<file path="src/rtl/digest_serializer.sv">
// digest_serializer: latches a digest and streams it to a UART transmitter one byte at a time.
// Define DIGEST_SERIALIZER_HEX_ASCII_EN to send the digest as lowercase hex text followed by CR LF.
module digest_serializer #(
  parameter int DATA_WIDTH    = 32,
  parameter int WORD_COUNT    = 8,
  parameter int TIMEOUT_LIMIT = 4340
) (
  input  logic                             clk,
  input  logic                             rst,
  input  logic [DATA_WIDTH*WORD_COUNT-1:0] digest_in,
  input  logic                             digest_dv_in,
  input  logic                             tx_done_in,
  output logic [7:0]                       tx_byte_out,
  output logic                             tx_dv_out,
  output logic                             DS_busy_out,
  output logic                             DS_done_out,
  output logic                             DS_err_out,
  output logic [6:0]                       DS_counter_out
);

  localparam int DIGEST_BITS = DATA_WIDTH * WORD_COUNT;
  localparam int NUM_BYTES   = DIGEST_BITS / 8;
`ifdef DIGEST_SERIALIZER_HEX_ASCII_EN
  localparam int NUM_CHARS   = 2 * NUM_BYTES + 2;
`else
  localparam int NUM_CHARS   = NUM_BYTES;
`endif
  localparam logic [6:0] LAST_INDEX = 7'(NUM_CHARS - 1);
  localparam int TW = $clog2(TIMEOUT_LIMIT + 1);
  localparam logic [TW-1:0] TIMEOUT_LAST = TW'(TIMEOUT_LIMIT - 1);

  typedef enum logic [2:0] {IDLE, LOAD, SEND, WAIT, DONE} state_t;

  state_t                 state;
  logic [DIGEST_BITS-1:0] shift_reg;
  logic [TW-1:0]          timeout_cnt;
  logic [7:0]             top_byte;
  logic [7:0]             next_char;
  logic                   shift_now;

  assign top_byte = shift_reg[DIGEST_BITS-1 -: 8];

`ifdef DIGEST_SERIALIZER_HEX_ASCII_EN
  function automatic logic [7:0] hex_char(input logic [3:0] n);
    return (n < 4'd10) ? {4'h3, n} : 8'h57 + {4'h0, n};
  endfunction

  // Even indices carry the high nibble; the register only advances after the low nibble.
  always_comb begin
    next_char = 8'h00;
    if (DS_counter_out == 7'(2 * NUM_BYTES))
      next_char = 8'h0D;
    else if (DS_counter_out == 7'(2 * NUM_BYTES + 1))
      next_char = 8'h0A;
    else if (!DS_counter_out[0])
      next_char = hex_char(top_byte[7:4]);
    else
      next_char = hex_char(top_byte[3:0]);
  end

  assign shift_now = DS_counter_out[0] && (DS_counter_out < 7'(2 * NUM_BYTES));
`else
  assign next_char = top_byte;
  assign shift_now = 1'b1;
`endif

  always_ff @(posedge clk or posedge rst) begin
    if (rst) begin
      state          <= IDLE;
      shift_reg      <= '0;
      timeout_cnt    <= '0;
      tx_byte_out    <= 8'h00;
      tx_dv_out      <= 1'b0;
      DS_busy_out    <= 1'b0;
      DS_done_out    <= 1'b0;
      DS_err_out     <= 1'b0;
      DS_counter_out <= 7'd0;
    end else begin
      tx_dv_out   <= 1'b0;
      DS_done_out <= 1'b0;
      case (state)
        IDLE: begin
          if (digest_dv_in) begin
            shift_reg      <= digest_in;
            DS_counter_out <= 7'd0;
            DS_err_out     <= 1'b0;
            DS_busy_out    <= 1'b1;
            state          <= LOAD;
          end
        end
        LOAD: begin
          tx_byte_out <= next_char;
          state       <= SEND;
        end
        SEND: begin
          tx_dv_out   <= 1'b1;
          timeout_cnt <= '0;
          state       <= WAIT;
        end
        // A done arriving on the final allowed cycle still wins over the timeout.
        WAIT: begin
          if (tx_done_in) begin
            if (DS_counter_out == LAST_INDEX) begin
              state <= DONE;
            end else begin
              DS_counter_out <= DS_counter_out + 7'd1;
              if (shift_now)
                shift_reg <= {shift_reg[DIGEST_BITS-9:0], 8'h00};
              state <= LOAD;
            end
          end else if (timeout_cnt == TIMEOUT_LAST) begin
            DS_err_out  <= 1'b1;
            DS_busy_out <= 1'b0;
            state       <= IDLE;
          end else begin
            timeout_cnt <= timeout_cnt + 1'b1;
          end
        end
        DONE: begin
          DS_done_out <= 1'b1;
          DS_busy_out <= 1'b0;
          state       <= IDLE;
        end
        default: state <= IDLE;
      endcase
    end
  end

endmodule

</file>
<file path="config.mk">
export PLATFORM = sky130hd
export DESIGN_NAME = digest_serializer
export DESIGN_NICKNAME = d
export VERILOG_FILES = /design/src/rtl/digest_serializer.sv
export SDC_FILE = /design/constraint.sdc
export NUM_CORES = 1
export LEC_CHECK = 0
export ABC_AREA = 1
export CAP_MARGIN = 20
export CORE_MARGIN = 4
export CORE_UTILIZATION = 25
export CTS_CLUSTER_DIAMETER = 150
export DETAILED_ROUTE_END_ITERATION = 7
export GPL_TIMING_DRIVEN = 1
export PLACE_DENSITY = 0.52
export SETUP_SLACK_MARGIN = 0.4
export SYNTH_ARGS = -nofsm -noshare
export SYNTH_HDL_FRONTEND = slang
export SYNTH_SLANG_ARGS = --single-unit
</file>
<file path="constraint.sdc">
create_clock -name clk -period 14 [get_ports clk]
set_clock_uncertainty 0.05 [all_clocks]
set_input_delay 2.8 -clock clk [delete_from_list [all_inputs] [get_ports clk]]
set_output_delay 2.8 -clock clk [all_outputs]
set_load 0.005 [all_outputs]
</file>
* After elaboration in Yosys (flattened, before gate mapping) *
Cells that the tools add are included.

word-level totals
  flip-flop bits (word level) = 291
  input port bits = 260

operators by class
  add/sub/neg operators = 2
  equality and inequality tests = 13
  mux-type cells = 26
  reduce and logical (&&, ||, !) cells = 9

operator list
  operator                                        number
  2-to-1 mux 256 bit                              3
  case mux 256 bit (2 select lines)               1
  2-to-1 mux 13 bit                               2
  case mux 13 bit (2 select lines)                1
  2-to-1 mux 7 bit                                3
  case mux 7 bit (2 select lines)                 1
  adder 13 x 1 -> 13 bit (second input constant)  1
  == test 13 bit (second input constant)          1
  2-to-1 mux 3 bit                                4
  inequality test 2 bit (second input constant)   6
  case mux 3 bit (4 select lines)                 1
  AND reduction 4 bit                             3
  2-to-1 mux 1 bit                                8
  adder 7 x 1 -> 7 bit (second input constant)    1
  == test 7 x 5 -> 1 bit (second input constant)  1
  == test 3 x 2 -> 1 bit (second input constant)  2
  nonzero test 2 bit                              2
  == test 3 x 1 -> 1 bit (second input constant)  1
  == test 3 bit (second input constant)           1
  logical NOT 3 bit                               1
  inequality test 3 bit (second input constant)   1
  case mux 1 bit (3 select lines)                 1
  AND reduction 3 bit                             1
  nonzero test 3 bit                              1
  2 further kinds                                 2

* Depth between registers and ports, before layout *
Gate-level depths: netlist of run 1.

  word-level depth = 4
  gate-level depth with buffers = 11
  mapped depth without buffers = 10

* Least setup slack after synthesis of run 1 *
No wires, ideal clock.

  path kind = input-to-reg
  from = in digest_dv_in
  to = reg shift_reg[157]
  library setup time = 0.130 ns
  data arrival time = 3.685 ns
  slack = 10.134 ns
  stages = 5
  path buffers = 2
  cell sequence = nand3_1 -> nand2_4 -> buf_4 -> clkbuf_1 -> o21ai_1

between the ends
  cells in the longest elaborated chain, start to end = 2

RTL lines
  what                                    RTL line  source
  start: declaration                      11        input logic digest_dv_in,
  inequality test 2 bit (no source line)  --
  AND reduction 4 bit (no source line)    --
  end signal: assignment                  84        shift_reg <= digest_in;
  end signal: assignment                  108       shift_reg <= {shift_reg[DIGEST_BITS-9:0], 8'h00};
  end: declaration                        35        logic [DIGEST_BITS-1:0] shift_reg;

Every way passes these cells.
A chain may end at the register's enable or synchronous reset.

* Final worst setup path of run 1 *
  from = in digest_dv_in
  to = reg shift_reg[100]

Same word-level chain as after synthesis.

==> out/qor.csv, run 1 <==
stage,metric,value,unit
status,status,"finished, final reports clean",
finish,seq_area,0.00728,mm²
pwr,power_leakage,8.61,nW
logic_synthesis,seq_area_frac_synth,0.509,
critical_path,rrSetupSlack,9.28,ns
clock_network,hold_buffers,0,
global_routing,busiest_layer,met2,
clock_network,clk_latency,0.55,ns
placement,port_buffers,278,
critical_path,cp.arrival,7.34,ns
global_routing,antenna_found_initial,0,
critical_path,cp_cell_sequence,clkdlybuf4s50_1 -> nand3_1 -> nand2_8 -> buf_12 -> buf_4 -> nand2_1 -> o21ai_1,
sta,hold_viol_final,0,
drt,ant_nets,0,
clock_network,htreeDepth,2,
sta,tightest_slew,1.05,ns
clock_network,cts_root_buffer,clkbuf_16,
hold_path,hold-path-endpoint,tx_byte_out[6]$_DFFE_PP0P_,
finish,drive_gt1_frac,0.0374,
global_routing,met3_usage,0.0320,
global_routing,grt_first_pass_wirelength,64200,µm
global_routing,grt_use_met2,0.205,
logic_synthesis,syn_inst,1879,
pwr,p_clk_frac,0.261,
clock_network,cts_buffers,38,
logic_synthesis,synth_fp_nets,2141,
global_routing,grt_pass1_vias,12300,
hold_path,holdPathStages,2,
sta,fmax,0.144,GHz
critical_path,r2r-end,shift_reg[100]$_DFFE_PP0P_,
drt,drt-total-wl,40300,µm
hold_path,min_path_type,reg -> reg,
pwr,power-per-cell-area,199,mW/mm²
die,die_h,247,µm
critical_path,path_max_fanout,243,
clock_network,path_clk_slew,0.05,ns
sta,grt_setup_unrepaired,false,
flow_run,cap_violations,0,
sta,finalSetupViolCount,0,
global_routing,track_usage,0.129,
critical_path,slowest_delay,0.94,ns
placement,hpwl,27300,µm
global_routing,grt_max_degree,244,
finish,antenna_cells_inserted,0,
clock_network,ctsResizeCount,0,
drt,num_vias,12300,
sta,maxSlewViolCount,0,
global_routing,use_met1,0.179,
logic_synthesis,syn_area_per_cell,7.61,µm²
drt,dr.pass1.iters,7,
drt,drc,0,
logic_synthesis,ys_types,26,
logic_synthesis,yosys_register_bits,291,
die,io_pins,279,
finish,nFillCells,6013,
clock_network,post_cts_buffers,0,
sta,fin_hold_ws,0.437,ns
placement,place.gp.congestion,0.773,
sta,period_share,0.495,
critical_path,cpLargestDelayFamily,buffers and inverters,
pwr,total_power,3.73,mW
pwr,pwr-share-seq,0.356,
critical_path,worstSetupPathType,in -> reg,
clock_network,cts_sinks,291,
finish,syn_to_final_growth,31.0,%
pwr,sw_frac_of_total,0.389,
logic_synthesis,synth_area,0.0143,mm²
pwr,internal_power,2.28,mW
die,row_count,87,
critical_path,r2r_cells,9,
clock_network,clock_path_buffers,3,
finish,nNetsFinal,2350,
sta,relSlewSlack,0.303,
critical_path,r2r_start,state[2]$_DFFE_PP0P_,
hold_path,holdCritStartpoint,tx_byte_out[6]$_DFFE_PP0P_,
sta,tns,0,ns
pwr,power_switching,1.45,mW
finish,largest_reg_flops,256,
critical_path,worst_setup_path_start_kind,input pin,
drt,wl_per_cell,14.0,µm
critical_path,worst-path-buf-inv,3,
sta,finalCriticalPeriod,6.94,ns
critical_path,end_kind,flop,
clock_network,cts_tree,done,
pwr,ir_worst_vdd,0.000203,V
logic_synthesis,ys_warn_count,0,
drt,viasPerCell,4.30,
critical_path,crit_required,14.41,ns
die,dieWidth,247,µm
die,core_area,0.0565,mm²
die,dieArea,0.0611,mm²
pwr,pwr-share-comb,0.383,
drt,drtIter0Drc,819,
global_routing,overflow,0,
finish,multiInputGateArea,0.00534,mm²
die,start_util,0.253,
critical_path,cp_slowest_cell,buf_4,
[cell families (layout without fill, tap and decap cells)]
logic type                 count (synthesis)  in the layout  share of synthesized area
DFF                                      291            291                      0.509
xor gates and xnor gates                   5              5                    0.00306
AOI/OAI and AO/OA                        510            510                      0.179
adders and majority gates                  2              2                    0.00175
and+or+nand+nor                          682            682                      0.188
buffers and inverters                    389            624                      0.118
[worst max path at each step]
| stage | to | startpoint | cells after the start | slack, ns |
|---|---|---|---|---|
| after global routing | shift_reg[115]$_DFFE_PP0P_ | digest_dv_in | 6 | 6.81 |
| after detailed placement | shift_reg[96]$_DFFE_PP0P_ | digest_dv_in | 6 | 6.73 |
| after CTS | shift_reg[121]$_DFFE_PP0P_ | digest_dv_in | 6 | 7.35 |
| final | shift_reg[100]$_DFFE_PP0P_ | digest_dv_in | 7 | 7.06 |
| after floorplan | DS_busy_out$_DFFE_PP0P_ | rst | 1 | 3.12 |
| after global placement | shift_reg[96]$_DFFE_PP0P_ | digest_dv_in | 6 | 6.85 |
[synth_stat cells]
library cell,count,share of area
nand2_4,2,0.0016
or2_2,3,0.0013
buf_1,1,0.00026
inv_1,271,0.071
nand3_2,1,0.00070
nor2_4,2,0.0016
nand4_1,6,0.0026
dfrtp_1,291,0.51
ha_1,2,0.0018
nor2_2,1,0.00044
clkbuf_1,52,0.014
o21ai_0,396,0.14
nand2_2,3,0.0013
o21ai_1,109,0.038
xnor2_1,4,0.0025
nand2_1,595,0.16
buf_2,39,0.014
a21oi_1,2,0.00070
xor2_1,1,0.00061
nand3_1,46,0.016
o21bai_1,2,0.0011
buf_6,23,0.018
nor2_1,22,0.0058
buf_4,3,0.0016
nand3b_1,1,0.00053
a21o_1,1,0.00053
[worst register-to-register path: cells and delay by family, from the launching register on]
family,cells,cell delay [ns]
compound gates,1,0.13
simple gates,6,2.07
flops,1,0.41
buf+inv,2,1.98
[layout make-up]
type / count / share of cell area
sequential: 291 / 0.389
multi-input combinational: 1199 / 0.285
tap: 756 / 0.0505
clock buffer: 52 / 0.0569
clock inverter: 14 / 0.00943
timing repair buffer: 287 / 0.154
inverter: 271 / 0.0547
[per-layer routing]
layer  wire (µm)  part of all wire  vias to the layer above
met4         543             0.013                        0
met3        2300             0.057                       40
met1       18900              0.47                     5770
li1            -                 -                     6297
met2       18600              0.46                      239
met5           0                 0                        -
[cell usage in the layout, fill, tap and decap left out]
cell type / Yosys / final
a21o_1: 1 / 1
a21oi_1: 2 / 2
buf_12: 0 / 1
buf_16: 0 / 1
buf_4: 3 / 7
bufinv_16: 0 / 3
clkbuf_1: 52 / 9
clkbuf_16: 0 / 39
clkbuf_8: 0 / 4
clkdlybuf4s50_1: 0 / 278
clkinv_2: 0 / 4
clkinvlp_4: 0 / 5
dfrtp_1: 291 / 291
ha_1: 2 / 2
inv_1: 271 / 270
inv_16: 0 / 1
inv_6: 0 / 1
inv_8: 0 / 1
nand2_1: 595 / 595
nand2_2: 3 / 2
nand2_4: 2 / 1
nand2_8: 0 / 2
nand3_1: 46 / 46
nand3_2: 1 / 1
nand3b_1: 1 / 1
nand4_1: 6 / 6
nor2_1: 22 / 22
nor2_2: 1 / 1
nor2_4: 2 / 2
o21ai_0: 396 / 396
o21ai_1: 109 / 109
o21bai_1: 2 / 2
or2_2: 3 / 3
xnor2_1: 4 / 4
xor2_1: 1 / 1
[power by group through the flow]
stage	sequential, mW	combinational (mW)	clock (mW)
final	1.33	1.43	0.972
after global routing	1.36	1.68	1.05
after global placement	1.34	1.43	0
after CTS	1.33	1.46	1.01
after detailed placement	1.34	1.45	0
after floorplan	1.32	1.11	0
[metrics by stage]
step | worst slack, ns | std cells | area [µm²] | utilization
global placement | 6.85 | 2803 | 17400 | 0.309
global route | 6.81 | 2870 | 18700 | 0.331
detailed placement | 6.73 | 2803 | 17400 | 0.309
finish | 7.06 | 2870 | 18700 | 0.331
floorplan | 3.12 | 1879 | 14300 | -
CTS | 7.35 | 2869 | 18700 | 0.331
No activity file was read; power rests on OpenSTA's default activity.
==> inputs of run 2 (changes only) <==
clock period = 6.42 ns   (was 14 ns; I/O delays follow)
==> run 2 against run 1 <==
Effect of this change:
- via count fell by 0.72%
- worst setup slack got worse by 4.4 ns
- final cell count barely moved
- clock power rose by 120%
- utilization barely moved
- first-iteration DRC count rose by 13%
- combinational power rose by 120%
- count of clock-buffer cells in the layout rose by 5
- highest routed layer unchanged
==> out/qor.csv, run 2 (synthesis results as in run 1) <==
stage,metric,value,unit,change
clock_network,htreeDepth,2,,unchanged
finish,syn_to_final_growth,31.1,%,about the same
die,dieWidth,247,µm,unchanged
pwr,power_switching,3.15,mW,+120%
flow_run,cap_violations,0,,unchanged
pwr,p_clk_frac,0.260,,about the same
critical_path,worst-path-buf-inv,2,,-1
clock_network,hold_buffers,0,,unchanged
finish,final_common_cell,nand2_1,,
pwr,internal_power,4.98,mW,+120%
placement,place.gp.congestion,0.784,,+1.4%
sta,grt_setup_unrepaired,false,,
global_routing,track_usage,0.129,,-0.000181
finish,drive_gt1_frac,0.0350,,-0.00235
critical_path,path_max_fanout,144,,-41%
die,core_area,0.0565,mm²,unchanged
clock_network,clock_path_buffers,3,,unchanged
sta,period_share,0.582,,
critical_path,cp.arrival,4.08,ns,-3.26 ns
global_routing,grt_max_degree,226,,-7.4%
finish,final_cell_mix,"nand2_1, o21ai_0, dfrtp_1, clkdlybuf4s50_1, inv_1",,
finish,utilization,0.332,,about the same
pwr,power-per-cell-area,434,mW/mm²,+120%
sta,fmax,0.267,GHz,
drt,ant_nets,0,,unchanged
drt,wl_per_cell,14.0,µm,-0.51%
clock_network,clk_latency,0.54,ns,about the same
pwr,power_leakage,8.62,nW,about the same
pwr,pwr-share-comb,0.383,,about the same
sta,fin_hold_ws,0.438,ns,+0.000776 ns
die,die_h,247,µm,unchanged
critical_path,crit_required,6.76,ns,-7.65 ns
global_routing,grt_pass1_vias,12300,,-0.089%
sta,tightest_slew,0.991,ns,-0.0549 ns
global_routing,grt_first_pass_wirelength,64100,µm,-0.19%
die,start_util,0.253,,unchanged
clock_network,cts_tree,done,,
pwr,sw_frac_of_total,0.387,,-0.00186
clock_network,post_cts_buffers,0,,unchanged
critical_path,cp_cell_sequence,clkdlybuf4s50_1 -> nand3_1 -> nand2_8 -> buf_12 -> o21ai_0,,
status,status,"finished, final reports clean",,
drt,num_vias,12300,,-0.72%
critical_path,cp_slowest_cell,nand2_8,,
placement,hpwl,27200,µm,-0.56%
critical_path,worstSetupPathType,in -> reg,,
drt,drt-total-wl,40100,µm,-0.55%
clock_network,cts_buffers,38,,unchanged
pwr,ir_worst_vdd,0.000296,V,+46%
sta,hold_viol_final,0,,unchanged
clock_network,ctsResizeCount,0,,unchanged
clock_network,cts_sinks,291,,unchanged
die,row_count,87,,unchanged
drt,drtIter0Drc,922,,+13%
clock_network,cts_root_buffer,clkbuf_16,,
critical_path,worst_setup_path_start_kind,input pin,,
finish,antenna_cells_inserted,0,,unchanged
hold_path,min_path_type,reg -> reg,,
critical_path,slowest_delay,0.71,ns,-0.23 ns
die,dieArea,0.0611,mm²,unchanged
drt,drc,0,,unchanged
sta,relSlewSlack,0.340,,+0.0366
critical_path,cpLargestDelayFamily,simple AND/OR/NAND/NOR gates,,
drt,dr.pass1.iters,5,,-2
finish,largest_reg_flops,256,,unchanged
finish,nNetsFinal,2348,,-0.085%
die,io_pins,279,,unchanged
global_routing,overflow,0,,unchanged
sta,finalSetupViolCount,0,,unchanged
drt,viasPerCell,4.27,,-0.69%
global_routing,antenna_found_initial,0,,unchanged
sta,maxSlewViolCount,0,,unchanged
placement,port_buffers,278,,unchanged
sta,finalCriticalPeriod,3.74,ns,
clock_network,path_clk_slew,0.06,ns,about the same
pwr,pwr-share-seq,0.356,,about the same
sta,tns,0,ns,unchanged
critical_path,end_kind,flop,,
[run 2: cell types whose count changed in the layout (fill, tap and decap cells not counted)]
cell	change
buf_4	-6
buf_16	-1
inv_16	-1
inv_8	-1
clkinvlp_4	-2
clkinv_4	+2
clkbuf_1	+4
clkbuf_8	+1
clkinv_2	-2
buf_12	+5
[run 2: worst register-to-register path: stages, from the launching register on]
cell	delay [ns]
dfrtp_1	0.40
nor2_2	0.27
nand2_8	0.50
nor2_4	0.35
nand2_4	0.20
nand2_8	0.44
buf_12	0.53
o21ai_0	0.27
[run 2: final timing paths]
kind	start	end	slack [ns]	depth (start not counted)
worst min register to register	tx_byte_out[6]$_DFFE_PP0P_	tx_byte_out[6]$_DFFE_PP0P_	0.44	2
worst max register to register	state[2]$_DFFE_PP0P_	shift_reg[211]$_DFFE_PP0P_	3.27	7
worst min-delay path	tx_byte_out[6]$_DFFE_PP0P_	tx_byte_out[6]$_DFFE_PP0P_	0.44	2
worst max-delay path	digest_dv_in	shift_reg[211]$_DFFE_PP0P_	2.68	5
min in group asynchronous	rst	shift_reg[131]$_DFFE_PP0P_	0.95	2
max in group asynchronous	rst	shift_reg[239]$_DFFE_PP0P_	4.25	3
[run 2: area by class of cell]
cell class	instances	area [µm²]
clock buffers	57	1090
clock inverters	10	141
fillers	5980	37800
inverters	271	1020
multi-input cells	1199	5340
flip-flops and latches	291	7280
well taps	756	946
repair buffers	285	2910
[run 2: power by group through the flow]
stage | clock network (mW) | logic (mW) | registers [mW]
2_1_floorplan | 0 | 2.42 | 2.87
3_3_place_gp | 0 | 3.11 | 2.91
3_5_place_dp | 0 | 3.17 | 2.93
4_1_cts | 2.19 | 3.20 | 2.90
5_1_grt | 2.27 | 3.68 | 2.97
6_report | 2.11 | 3.11 | 2.90
[run 2: metrics by stage]
step,worst slack [ns],std cells,power (mW),area (µm²)
after floorplan,1.22,1879,5.30,14300
after global placement,2.16,2802,6.02,17500
after detailed placement,2.16,2802,6.10,17500
after CTS,2.75,2869,8.29,18700
after global routing,2.49,2869,8.93,18700
final,2.68,2869,8.13,18700
[run 2: per-layer routing]
layer / global-route usage / wire length (µm)
met5: 0 / 0
met4: 0.0405 / 920
met3: 0.0273 / 2100
met1: 0.177 / 18700
met2: 0.205 / 18300
==> inputs of run 3 (changes only) <==
clock period = 3.6 ns   (was 6.42 ns; I/O delays follow)
==> run 3 against run 2 <==
Effect of this change:
- final cell count increased by 0.56%
- power increased by 75%
- routed wire length about the same
- count of clock-buffer cells in the layout decreased by 2
- critical path depth increased by 3
- combinational power increased by 83%
- via count increased by 0.98%
- design area increased by 0.67%
- non-clock buffer count increased by 21
- register-to-register slack got worse by 2.2 ns
- critical endpoint is now shift_reg[197]$_DFFE_PP0P_
- highest routed layer is now met5
==> out/qor.csv, run 3 (synthesis results as in run 1) <==
stage,metric,value,unit,change
status,status,"finished, final reports clean",,
critical_path,cp_slowest_cell,nand2_8,,
clock_network,hold_buffers,0,,unchanged
die,start_util,0.253,,unchanged
critical_path,cp.arrival,2.98,ns,-1.10 ns
pwr,power-per-cell-area,756,mW/mm²,+74%
sta,finalSetupViolCount,0,,unchanged
finish,nNetsFinal,2367,,+0.81%
hold_path,holdCritStartpoint,tx_byte_out[4]$_DFFE_PP0P_,,
sta,hold_viol_final,0,,unchanged
sta,relSlewSlack,0.573,,+0.234
critical_path,cp_common_cell,nand2_8,,
critical_path,cp_cell_sequence,nor2_2 -> nand2_8 -> nor2_4 -> nand2_4 -> nand2_8 -> buf_12 -> nand2_1 -> o21ai_1,,
finish,final_cell_mix,"nand2_1, o21ai_0, dfrtp_1, clkdlybuf4s50_1, inv_1",,
global_routing,grt_pass1_vias,12500,,+1.4%
finish,syn_to_final_growth,32.0,%,
drt,drtIter0Drc,732,,-21%
die,dieWidth,247,µm,unchanged
finish,nFillCells,5931,,-0.82%
global_routing,antenna_found_initial,3,,+3
die,row_count,87,,unchanged
global_routing,track_usage,0.130,,+0.000739
placement,port_buffers,278,,unchanged
finish,drive_gt1_frac,0.0428,,+0.00774
flow_run,cap_violations,0,,unchanged
clock_network,ctsResizeCount,0,,unchanged
clock_network,path_clk_slew,0.06,ns,about the same
drt,met1_length,18500,µm,-1.5%
finish,utilization,0.334,,+0.00222
clock_network,cts_buffers,36,,-5.3%
drt,met2_length,18600,µm,+1.6%
sta,finalCriticalPeriod,2.57,ns,
global_routing,overflow,0,,unchanged
sta,period_share,0.715,,
drt,ant_nets,0,,unchanged
die,dieArea,0.0611,mm²,unchanged
critical_path,worstSetupPathType,reg -> reg,,
critical_path,critPathLaunch,state[2]$_DFFE_PP0P_,,
clock_network,htreeDepth,2,,unchanged
hold_path,min_path_type,reg -> reg,,
die,die_h,247,µm,unchanged
clock_network,cts_tree,done,,
drt,drt-total-wl,40100,µm,about the same
pwr,ir_worst_vdd,0.000368,V,+24%
clock_network,clk_latency,0.54,ns,about the same
clock_network,post_cts_buffers,0,,unchanged
placement,hpwl,28500,µm,+4.9%
sta,tightest_slew,0.639,ns,-0.352 ns
critical_path,r2r_start,state[2]$_DFFE_PP0P_,,
clock_network,cts_root_buffer,clkbuf_16,,
critical_path,slowest_delay,0.41,ns,-0.30 ns
placement,place.gp.congestion,0.792,,+1.1%
drt,viasPerCell,4.29,,+0.42%
drt,num_vias,12400,,+0.98%
critical_path,crit_required,4.00,ns,-2.76 ns
finish,final_common_cell,nand2_1,,
die,io_pins,279,,unchanged
sta,maxSlewViolCount,0,,unchanged
sta,fmax,0.389,GHz,
global_routing,grt_max_degree,155,,-31%
drt,top_layer,met5,,
drt,wl_per_cell,13.9,µm,-0.48%
die,core_area,0.0565,mm²,unchanged
critical_path,cpLargestDelayFamily,simple AND/OR/NAND/NOR gates,,
global_routing,grt_first_pass_wirelength,64700,µm,+1.0%
critical_path,end_kind,flop,,
clock_network,cts_sinks,291,,unchanged
drt,dr.pass1.iters,5,,unchanged
sta,grt_setup_unrepaired,false,,
critical_path,worst-path-buf-inv,1,,-1
drt,drc,0,,unchanged
critical_path,path_max_fanout,83,,-42%
clock_network,clock_path_buffers,3,,unchanged
placement,placed_area,0.0178,mm²,+1.5%
finish,final_cell_area,0.0189,mm²,+0.67%
critical_path,worst_setup_path_start_kind,flop,,
finish,largest_reg_flops,256,,unchanged
drt,dr_wl_met3,2220,µm,+5.6%
pwr,power_leakage,8.69,nW,+0.92%
run 3: metrics by stage:
step | hold WS [ns] | TNS (ns) | instances | total power, mW | worst slack, ns
final | 0.440 | 0 | 2885 | 14.3 | 1.03
after global routing | 0.472 | 0 | 2884 | 15.7 | 0.709
after CTS | 0.445 | 0 | 2884 | 14.6 | 0.982
after detailed placement | 0.429 | 0 | 2823 | 11.0 | 0.698
after global placement | 0.424 | 0 | 2823 | 10.9 | 0.789
after floorplan | 0.414 | -300.07 | 1879 | 9.44 | -1.03
run 3: area by class of cell:
class | count | area (µm²) | area share
Clock inverter | 6 | 47.5 | 0.00252
Tap cell | 756 | 946 | 0.0502
Clock buffer | 55 | 1050 | 0.0558
Multi-Input combinational cell | 1199 | 5340 | 0.283
Timing Repair Buffer | 306 | 3170 | 0.168
Inverter | 271 | 1020 | 0.0541
Sequential cell | 291 | 7280 | 0.386
Antenna cell | 1 | 2.50 | 0.000133
run 3: final timing paths:
check	slack, ns	to	cells after the start
worst max-delay path	1.03	shift_reg[197]$_DFFE_PP0P_	8
worst min-delay path	0.44	tx_byte_out[4]$_DFFE_PP0P_	2
worst max register to register	1.03	shift_reg[197]$_DFFE_PP0P_	8
worst min register to register	0.44	tx_byte_out[4]$_DFFE_PP0P_	2
max in group asynchronous	2.01	shift_reg[145]$_DFFE_PP0P_	4
min in group asynchronous	0.60	shift_reg[114]$_DFFE_PP0P_	2
run 3: per-layer routing:
| layer | vias up | global-route usage |
|---|---|---|
| li1 | 6344 | - |
| met2 | 247 | 0.209 |
| met1 | 5730 | 0.176 |
| met3 | 52 | 0.0290 |
| met4 | 4 | 0.0370 |
| met5 | - | 0 |
run 3: power breakdown:
part	switching, mW	leakage (nW)	internal, mW
clock	1.39	0.537	2.01
sequential	0.424	3.66	4.74
combinational	3.76	4.50	1.93
run 3: tightest hold or removal path, cell delays in order, from the launching register on:
cell and delay (ns):
dfrtp_1 0.34, nand2_1 0.05, o21ai_0 0.06
